==> src/rtl/uart_pkg.sv <==
// Shared types and defaults for the UART receive path.
package uart_pkg;

   localparam int DEF_CLK_FREQ = 50_000_000;
   localparam int DEF_BAUD     = 9600;

   typedef enum logic [1:0] {IDLE, START, DATA, STOP} rx_state_e;

   function automatic int calc_bit_cnt(input int clk_freq, input int baud);
      return clk_freq / baud;
   endfunction

endpackage

==> src/rtl/uart_rx_core.sv <==
// 8N1 receiver: input synchronizer, frame FSM, bit timing and LSB-first shifter.
import uart_pkg::*;

module uart_rx_core #(
   parameter int CLK_FREQ = DEF_CLK_FREQ,
   parameter int BAUD     = DEF_BAUD
) (
   input  logic       clk,
   input  logic       rst_n,
   input  logic       rx_uart,
   output logic [7:0] rx_data,
   output logic       rx_valid
);

   localparam int BIT_CNT  = calc_bit_cnt(CLK_FREQ, BAUD);
   localparam int HALF_CNT = BIT_CNT / 2;
   localparam int CNT_W    = $clog2(BIT_CNT);
   localparam logic [CNT_W-1:0] BIT_LAST  = CNT_W'(BIT_CNT - 1);
   localparam logic [CNT_W-1:0] HALF_LAST = CNT_W'(HALF_CNT - 1);

   logic             r_sync1, r_sync2, r_edge;
   rx_state_e        r_state, w_next;
   logic [CNT_W-1:0] r_cnt;
   logic [2:0]       r_bit_idx;
   logic [7:0]       r_shift;
   logic             r_valid;
   logic             w_fall, w_tick;

   assign w_fall = r_edge & ~r_sync2;

   // w_tick marks the sample point of the current bit (mid-bit).
   always_comb begin
      w_next = r_state;
      w_tick = 1'b0;
      case (r_state)
         IDLE:  if (w_fall) w_next = START;
         START: begin
            w_tick = (r_cnt == HALF_LAST);
            if (w_tick) w_next = r_sync2 ? IDLE : DATA;
         end
         DATA: begin
            w_tick = (r_cnt == BIT_LAST);
            if (w_tick && r_bit_idx == 3'd7) w_next = STOP;
         end
         STOP: begin
            w_tick = (r_cnt == BIT_LAST);
            if (w_tick) w_next = IDLE;
         end
         default: w_next = IDLE;
      endcase
   end

   always_ff @(posedge clk) begin
      if (!rst_n) r_state <= IDLE;
      else        r_state <= w_next;
   end

   always_ff @(posedge clk) begin
      if (!rst_n) begin
         r_sync1   <= 1'b1;
         r_sync2   <= 1'b1;
         r_edge    <= 1'b1;
         r_cnt     <= '0;
         r_bit_idx <= '0;
         r_shift   <= '0;
         r_valid   <= 1'b0;
      end else begin
         r_sync1 <= rx_uart;
         r_sync2 <= r_sync1;
         r_edge  <= r_sync2;
         r_valid <= 1'b0;
         if (r_state == IDLE || w_tick) r_cnt <= '0;
         else                           r_cnt <= r_cnt + CNT_W'(1);
         if (r_state == IDLE) r_bit_idx <= '0;
         if (r_state == DATA && w_tick) begin
            r_shift   <= {r_sync2, r_shift[7:1]};
            r_bit_idx <= r_bit_idx + 3'd1;
         end
         // A low stop bit is a framing error: the byte is simply never flagged.
         if (r_state == STOP && w_tick) r_valid <= r_sync2;
      end
   end

   assign rx_data  = r_shift;
   assign rx_valid = r_valid;

endmodule

==> src/rtl/uart_rx_led.sv <==
// Board-level debug block: the low two bits of each good UART byte drive the LEDs.
import uart_pkg::*;

module uart_rx_led #(
   parameter int CLK_FREQ = DEF_CLK_FREQ,
   parameter int BAUD     = DEF_BAUD
) (
   input  logic       clk,
   input  logic       rst_n,
   input  logic       rx_uart,
   output logic [1:0] led
);

   logic [7:0] w_rx_data;
   logic       w_rx_valid;
   logic       w_unused_hi;

   uart_rx_core #(.CLK_FREQ(CLK_FREQ), .BAUD(BAUD)) u_core (
      .clk      (clk),
      .rst_n    (rst_n),
      .rx_uart  (rx_uart),
      .rx_data  (w_rx_data),
      .rx_valid (w_rx_valid)
   );

   assign w_unused_hi = ^w_rx_data[7:2];

   always_ff @(posedge clk) begin
      if (!rst_n)          led <= 2'b00;
      else if (w_rx_valid) led <= w_rx_data[1:0];
   end

endmodule

==> config.mk <==
export PLATFORM = sky130hd
export DESIGN_NAME = uart_rx_led
export DESIGN_NICKNAME = d
export VERILOG_FILES = /design/src/rtl/uart_pkg.sv /design/src/rtl/uart_rx_core.sv /design/src/rtl/uart_rx_led.sv
export SDC_FILE = /design/constraint.sdc
export NUM_CORES = 1
export LEC_CHECK = 0
export CAP_MARGIN = 5
export CORE_AREA = 2 2 54 69
export CTS_CLUSTER_DIAMETER = 60
export CTS_CLUSTER_SIZE = 10
export DETAILED_ROUTE_END_ITERATION = 10
export DIE_AREA = 0 0 56 71
export PLACE_DENSITY = 0.6
export SLEW_MARGIN = 20
export SYNTH_ARGS = -nofsm -noshare
export SYNTH_HDL_FRONTEND = slang
export SYNTH_SLANG_ARGS = --single-unit
==> constraint.sdc <==
create_clock -name clk -period 4.8 [get_ports clk]
set_input_delay 0.72 -clock clk [delete_from_list [all_inputs] [get_ports clk]]
set_output_delay 0.72 -clock clk [all_outputs]
set_load 0.005 [all_outputs]
* Word level (Yosys, flattened, before mapping) *
Index checks and enable logic that the tools add are counted.
W data, S select, Z words.

storage, ports and cells
  logic and storage cells = 43
  input port bits = 3
  output and inout bits = 2
  flip-flop bits (word level) = 32

cells by class
  bitwise operators = 3
  add/sub/neg operators = 2
  muxes and demuxes = 9
  eq/ne operators = 10
  reductions and logical operators = 10

operator list
  kind                     count
  $add A13 B1 Y13 const B  1
  $eq A13 B12 Y1 const B   1
  $eq A13 B13 Y1 const B   1
  $mux W2                  5
  $ne A2 B1 Y1 const B     4
  $pmux W2 S4              1
  $mux W3                  2
  $eq A2 B2 Y1 const B     2
  $reduce_and A4 Y1        1
  $reduce_or A2 Y1         2
  $add A3 B1 Y3 const B    1
  $eq A3 B3 Y1 const B     1
  $logic_and A1 B1 Y1      3
  $eq A2 B1 Y1 const B     1
  $logic_not A2 Y1         1
  $not A1 Y1               2
  $pmux W1 S2              1
  $reduce_and A2 Y1        1
  $reduce_bool A2 Y1       1
  $and A1 B1 Y1            1
  $logic_or A1 B1 Y1       1

* Longest topological paths before layout *
  word-level depth = 5
  gate-level depth with buffers = 6
  depth with buffers taken out = 5

* Modules after synthesis *
A second synthesis with hierarchy kept.

second synthesis, totals
  cell total of the unflattened synthesis = 147
  area, all modules = 1460.2 um^2

by module, submodules not included
  module        cells an instance  area an instance (um^2)  seq. area each (um^2)  instances
  uart_rx_core  141                1387.6                   600.6                  1
  uart_rx_led   6                  72.6                     40.0                   1

* Worst setup path after synthesis *
Ideal clock, no wire load.

  path type = input-to-reg
  start = input port rst_n
  end = register u_core.r_cnt[10]
  setup time = 0.064 ns
  stages = 6
  data required time = 4.736 ns
  buffers on the path = 2
  data arrival time = 1.577 ns
  setup slack = 3.159 ns
  cells stage by stage = clkbuf_1 nand3b_1 a31oi_1 a31oi_2 buf_4 nor2_1

between the ends
  word-level cells in the longest chain between the ends = 2

RTL lines
  item                        line                RTL
  start, declared             uart_rx_led.sv:9    input logic rst_n,
  $not A1 Y1 (no line)        -
  $reduce_or A2 Y1 (no line)  -
  end signal, assigned        uart_rx_core.sv:73  else r_cnt <= r_cnt + CNT_W'(1);
  end, declared               uart_rx_core.sv:23  logic [CNT_W-1:0] r_cnt;

Every way passes these cells.
A chain may end at the register's enable or synchronous reset.

* Worst setup path in the final report *
  start = input port rst_n
  end = register u_core.r_cnt[11]

Same word-level chain as after synthesis.

==> impl_summary.txt <==
----------------------------------------------------
[Status]
  Outcome ... complete, no violations

[Synth]
  Share of synthesized area occupied by flip-flops and latches ... 0.448
  Flip-flop cell with the highest count after synthesis ... sky130_fd_sc_hd__dfxtp_1
  Cell count after synthesis ... 153
  Number of nets in the synthesized netlist ... 159
  Area share of the leading cell type in the synthesized netlist ... 0.448
  Average cell area after synthesis ... 9.34 um2
  Cells taking the most area after synthesis ... sky130_fd_sc_hd__dfxtp_1 (45%), sky130_fd_sc_hd__nor2_1 (8.7%), sky130_fd_sc_hd__mux2i_1 (7.0%)
  Post-Syn Area ... 1430 um2
  Number of enable flip-flop cells after synthesis ... 0
  Count of different cell masters after synthesis ... 33
  Flip-flop and latch count after synthesis ... 32
  Number of synthesis warnings ... 0
  Post-synth ARST share ... 0
  Cell type with the highest aggregate area in the netlist ... sky130_fd_sc_hd__dfxtp_1

[Clock tree]
  TritonCTS sink count ... 32
  Level count of the clock H-tree ... 2
  CTS tree ... done
  Number of gates given a new drive strength after cts ... 0
  Hold_buf cts ... 0
  Setup repair bufs after CTS ... 0
  Clk Tree Root Cell ... sky130_fd_sc_hd__clkbuf_8
  Clock Tree Buf Depth ... 2
  Worst skew pair latency ... 280 ps
  Number of buffers created by CTS ... 5
  Clock slew at the register clock pins of the worst setup and hold paths ... 60 ps

[Setup path]
  Setup CP Type ... primary input to flop
  Worst Path Buf+Inv ... 1
  Critical Path Sink Type ... flop
  Critical path's largest stage delay ... 580 ps
  CP cell instances ... clkdlybuf4s50_1, nand3b_1, a31oi_1, a31oi_2, nor2_1
  Required time of the critical path ... 4950 ps
  Critical Path AT ... 2200 ps
  Worst path top cell family by delay ... compound AO/OA/AOI/OAI gates
  Maximum net fanout on the critical path ... 13
  Category of the worst setup path launch point ... primary input
  Cell type of the slowest stage on the worst timing path ... sky130_fd_sc_hd__clkdlybuf4s50_1

[STA]
  Final critical-path share of the clock period ... 0.429
  Worst hold margin ... 413 ps
  Total Negative Setup Slacks ... 0 ps
  Number of endpoints with negative hold slack in the final report ... 0
  Max-slew violation count ... 0
  Unrepaired setup endpoints after global routing ... no
  Worst clock skew ... 3.83 ps
  Shortest period the worst path allows ... 2060 ps
  Fmax ... 486 MHz
  Worst slew margin relative to its limit ... 0.587
  Tightest Pin Transition ... 617 ps
  Total of endpoints with negative setup slack in the final report ... 0

[Power]
  Relative contribution of the clock network to total power ... 0.470
  Net switching fraction of the power ... 0.191
  Switch Pwr ... 0.0999 mW
  Leak Pwr ... 0.565 nW
  Share of power burned in combinational logic ... 0.016
  Worst supply voltage drop on vdd ... 0.000224 V
  Sequential share of power ... 0.514
  Internal power consumption ... 0.424 mW
  Total power after layout ... 0.524 mW
  Power per cell area ... 329 nW/um2

[Layout]
  Count of inserted antenna diode cells ... 0
  Most common cell after layout, fill and taps aside ... sky130_fd_sc_hd__nor2_1
  Post-synthesis to final-layout area growth ... 11.6%
  Final cell count without fillers ... 198
  Layout cells sized above 1 ... 0.0881
  Final core utilization ... 0.474
  Fin nets ... 164
  Highest-count cells in the layout ignoring fill and taps ... sky130_fd_sc_hd__nor2_1 (33), sky130_fd_sc_hd__dfxtp_1 (32), sky130_fd_sc_hd__mux2i_1 (10)
  Fill cells ... 324

[Die]
  Initial cell density of the core ... 0.425
  Area of the core ... 3360 um2
  Die Area ... 3980 um2
  Number of placed I/O pins ... 5
  Die height ... 71 um
  Cell Rows ... 24
  Width of the die ... 56 um

[Routing]
  Remaining antenna violation count after routing ... 0
  Number of iterations in the first detailed-routing pass ... 4
  Number of DRC violations after detailed routing ... 0
  Total length of routed wires ... 2.51 mm
  Drt initial violations ... 21
  Total vias in the final route ... 1070
  Average via count per standard cell ... 5.40
  Average wire per cell in the routed design ... 12.7 um

[Place]
  HPWL after detailed placement ... 1.87 mm
  Quantity of I/O buffers inserted on ports ... 4
  Weighted congestion reported at the end of routability-driven placement ... 0.766
  Placed cell count ... 190

[Run]
  Total of max-cap violations ... 0

[Global routing]
  Remaining global-route overflow ... 0
  Global-route usage over all layers ... 0.144
  Number of antenna violations at the first check in global routing ... 0
  First-pass GRT wire length ... 4.39 mm
  Vias in the first global route ... 1040
  Pin count of the biggest net entering global routing ... 14

[Hold path]
  HP Class ... flop to flop

----------------------------------------------------
==> stage by stage <==
step	cell area, um2	worst slack [ps]
after floorplan	1430	3160
after global placement	1490	2510
after detailed placement	1490	2440
after CTS	1600	2730
after global routing	1600	2530
final	1600	2740
==> layer usage <==
metal | share of wire | GRT usage | vias up
met5 | 0 | 0 | -
met4 | 0.025 | 0.0794 | 0
met3 | 0.034 | 0.0567 | 6
met2 | 0.52 | 0.247 | 9
met1 | 0.42 | 0.148 | 510
li1 | - | - | 545
==> registers in the layout, indices dropped and copies added (netlist names), named ones only <==
register	flops
u_core.rx_data	8
led	2
u_core.r_sync2	1
u_core.r_bit_idx	3
u_core.r_cnt	13
u_core.rx_valid	1
u_core.r_state	1
u_core.r_edge	1
u_core.r_sync1	1
==> final cells by class <==
cell class              instances  area, um2  share of cell area
multi-input cells             110        739               0.464
flip-flops and latches         32        641               0.402
clock buffers                   6       72.6              0.0455
well taps                      39       48.8              0.0306
repair buffers                  4       40.0              0.0251
clock inverters                 2       35.0              0.0220
inverters                       5       18.8              0.0118
==> kinds of logic (layout without fill, tap and decap cells) <==
kind of cell,after synthesis,after routing,synth area share
AO/OA/AOI/OAI,13,13,0.0674
AND/OR/NAND/NOR,73,73,0.286
XOR/XNOR,11,11,0.0674
flip-flops,32,32,0.448
adder cells (fa/ha/maj),3,3,0.0263
multiplexers,10,10,0.0701
buffers and inverters,11,17,0.0341
==> cells in the mapped netlist (2+ instances only) <==
cell type,number
sky130_fd_sc_hd__a31oi_1,3
sky130_fd_sc_hd__a41oi_1,2
sky130_fd_sc_hd__and4bb_2,4
sky130_fd_sc_hd__buf_4,2
sky130_fd_sc_hd__clkbuf_1,4
sky130_fd_sc_hd__dfxtp_1,32
sky130_fd_sc_hd__ha_1,3
sky130_fd_sc_hd__inv_1,5
sky130_fd_sc_hd__mux2i_1,10
sky130_fd_sc_hd__nand2_1,6
sky130_fd_sc_hd__nand2b_1,4
sky130_fd_sc_hd__nand3_1,5
sky130_fd_sc_hd__nand4_1,6
sky130_fd_sc_hd__nor2_1,33
sky130_fd_sc_hd__nor3_1,5
sky130_fd_sc_hd__o21a_1,2
sky130_fd_sc_hd__o21ai_0,2
sky130_fd_sc_hd__xnor2_1,9
sky130_fd_sc_hd__xor2_1,2
==> power by group through the flow <==
stage	registers, mW	logic (mW)	clock network [mW]
final	0.269	0.00849	0.247
after global routing	0.269	0.00966	0.265
after CTS	0.269	0.00865	0.253
after detailed placement	0.275	0.00859	0
after global placement	0.275	0.00851	0
after floorplan	0.274	0.00731	0
==> final timing paths <==
kind | from | end | slack, ps | cells after the start
setup reg to reg | u_core.r_cnt[0] | u_core.r_cnt[11] | 2740 | 5
hold / removal | u_core.r_sync1 | u_core.r_sync2 | 410 | 1
setup / recovery | rst_n | u_core.r_cnt[11] | 2740 | 5
hold reg to reg | u_core.r_sync1 | u_core.r_sync2 | 410 | 1
==> worst reg2reg max path, stage by stage (launching register included) <==
cell and delay, ps:
sky130_fd_sc_hd__dfxtp_1 380, sky130_fd_sc_hd__ha_1 300, sky130_fd_sc_hd__nor4bb_1 400, sky130_fd_sc_hd__a31oi_1 170, sky130_fd_sc_hd__a31oi_2 540, sky130_fd_sc_hd__nor2_1 120
No activity file was read; power rests on OpenSTA's default activity.
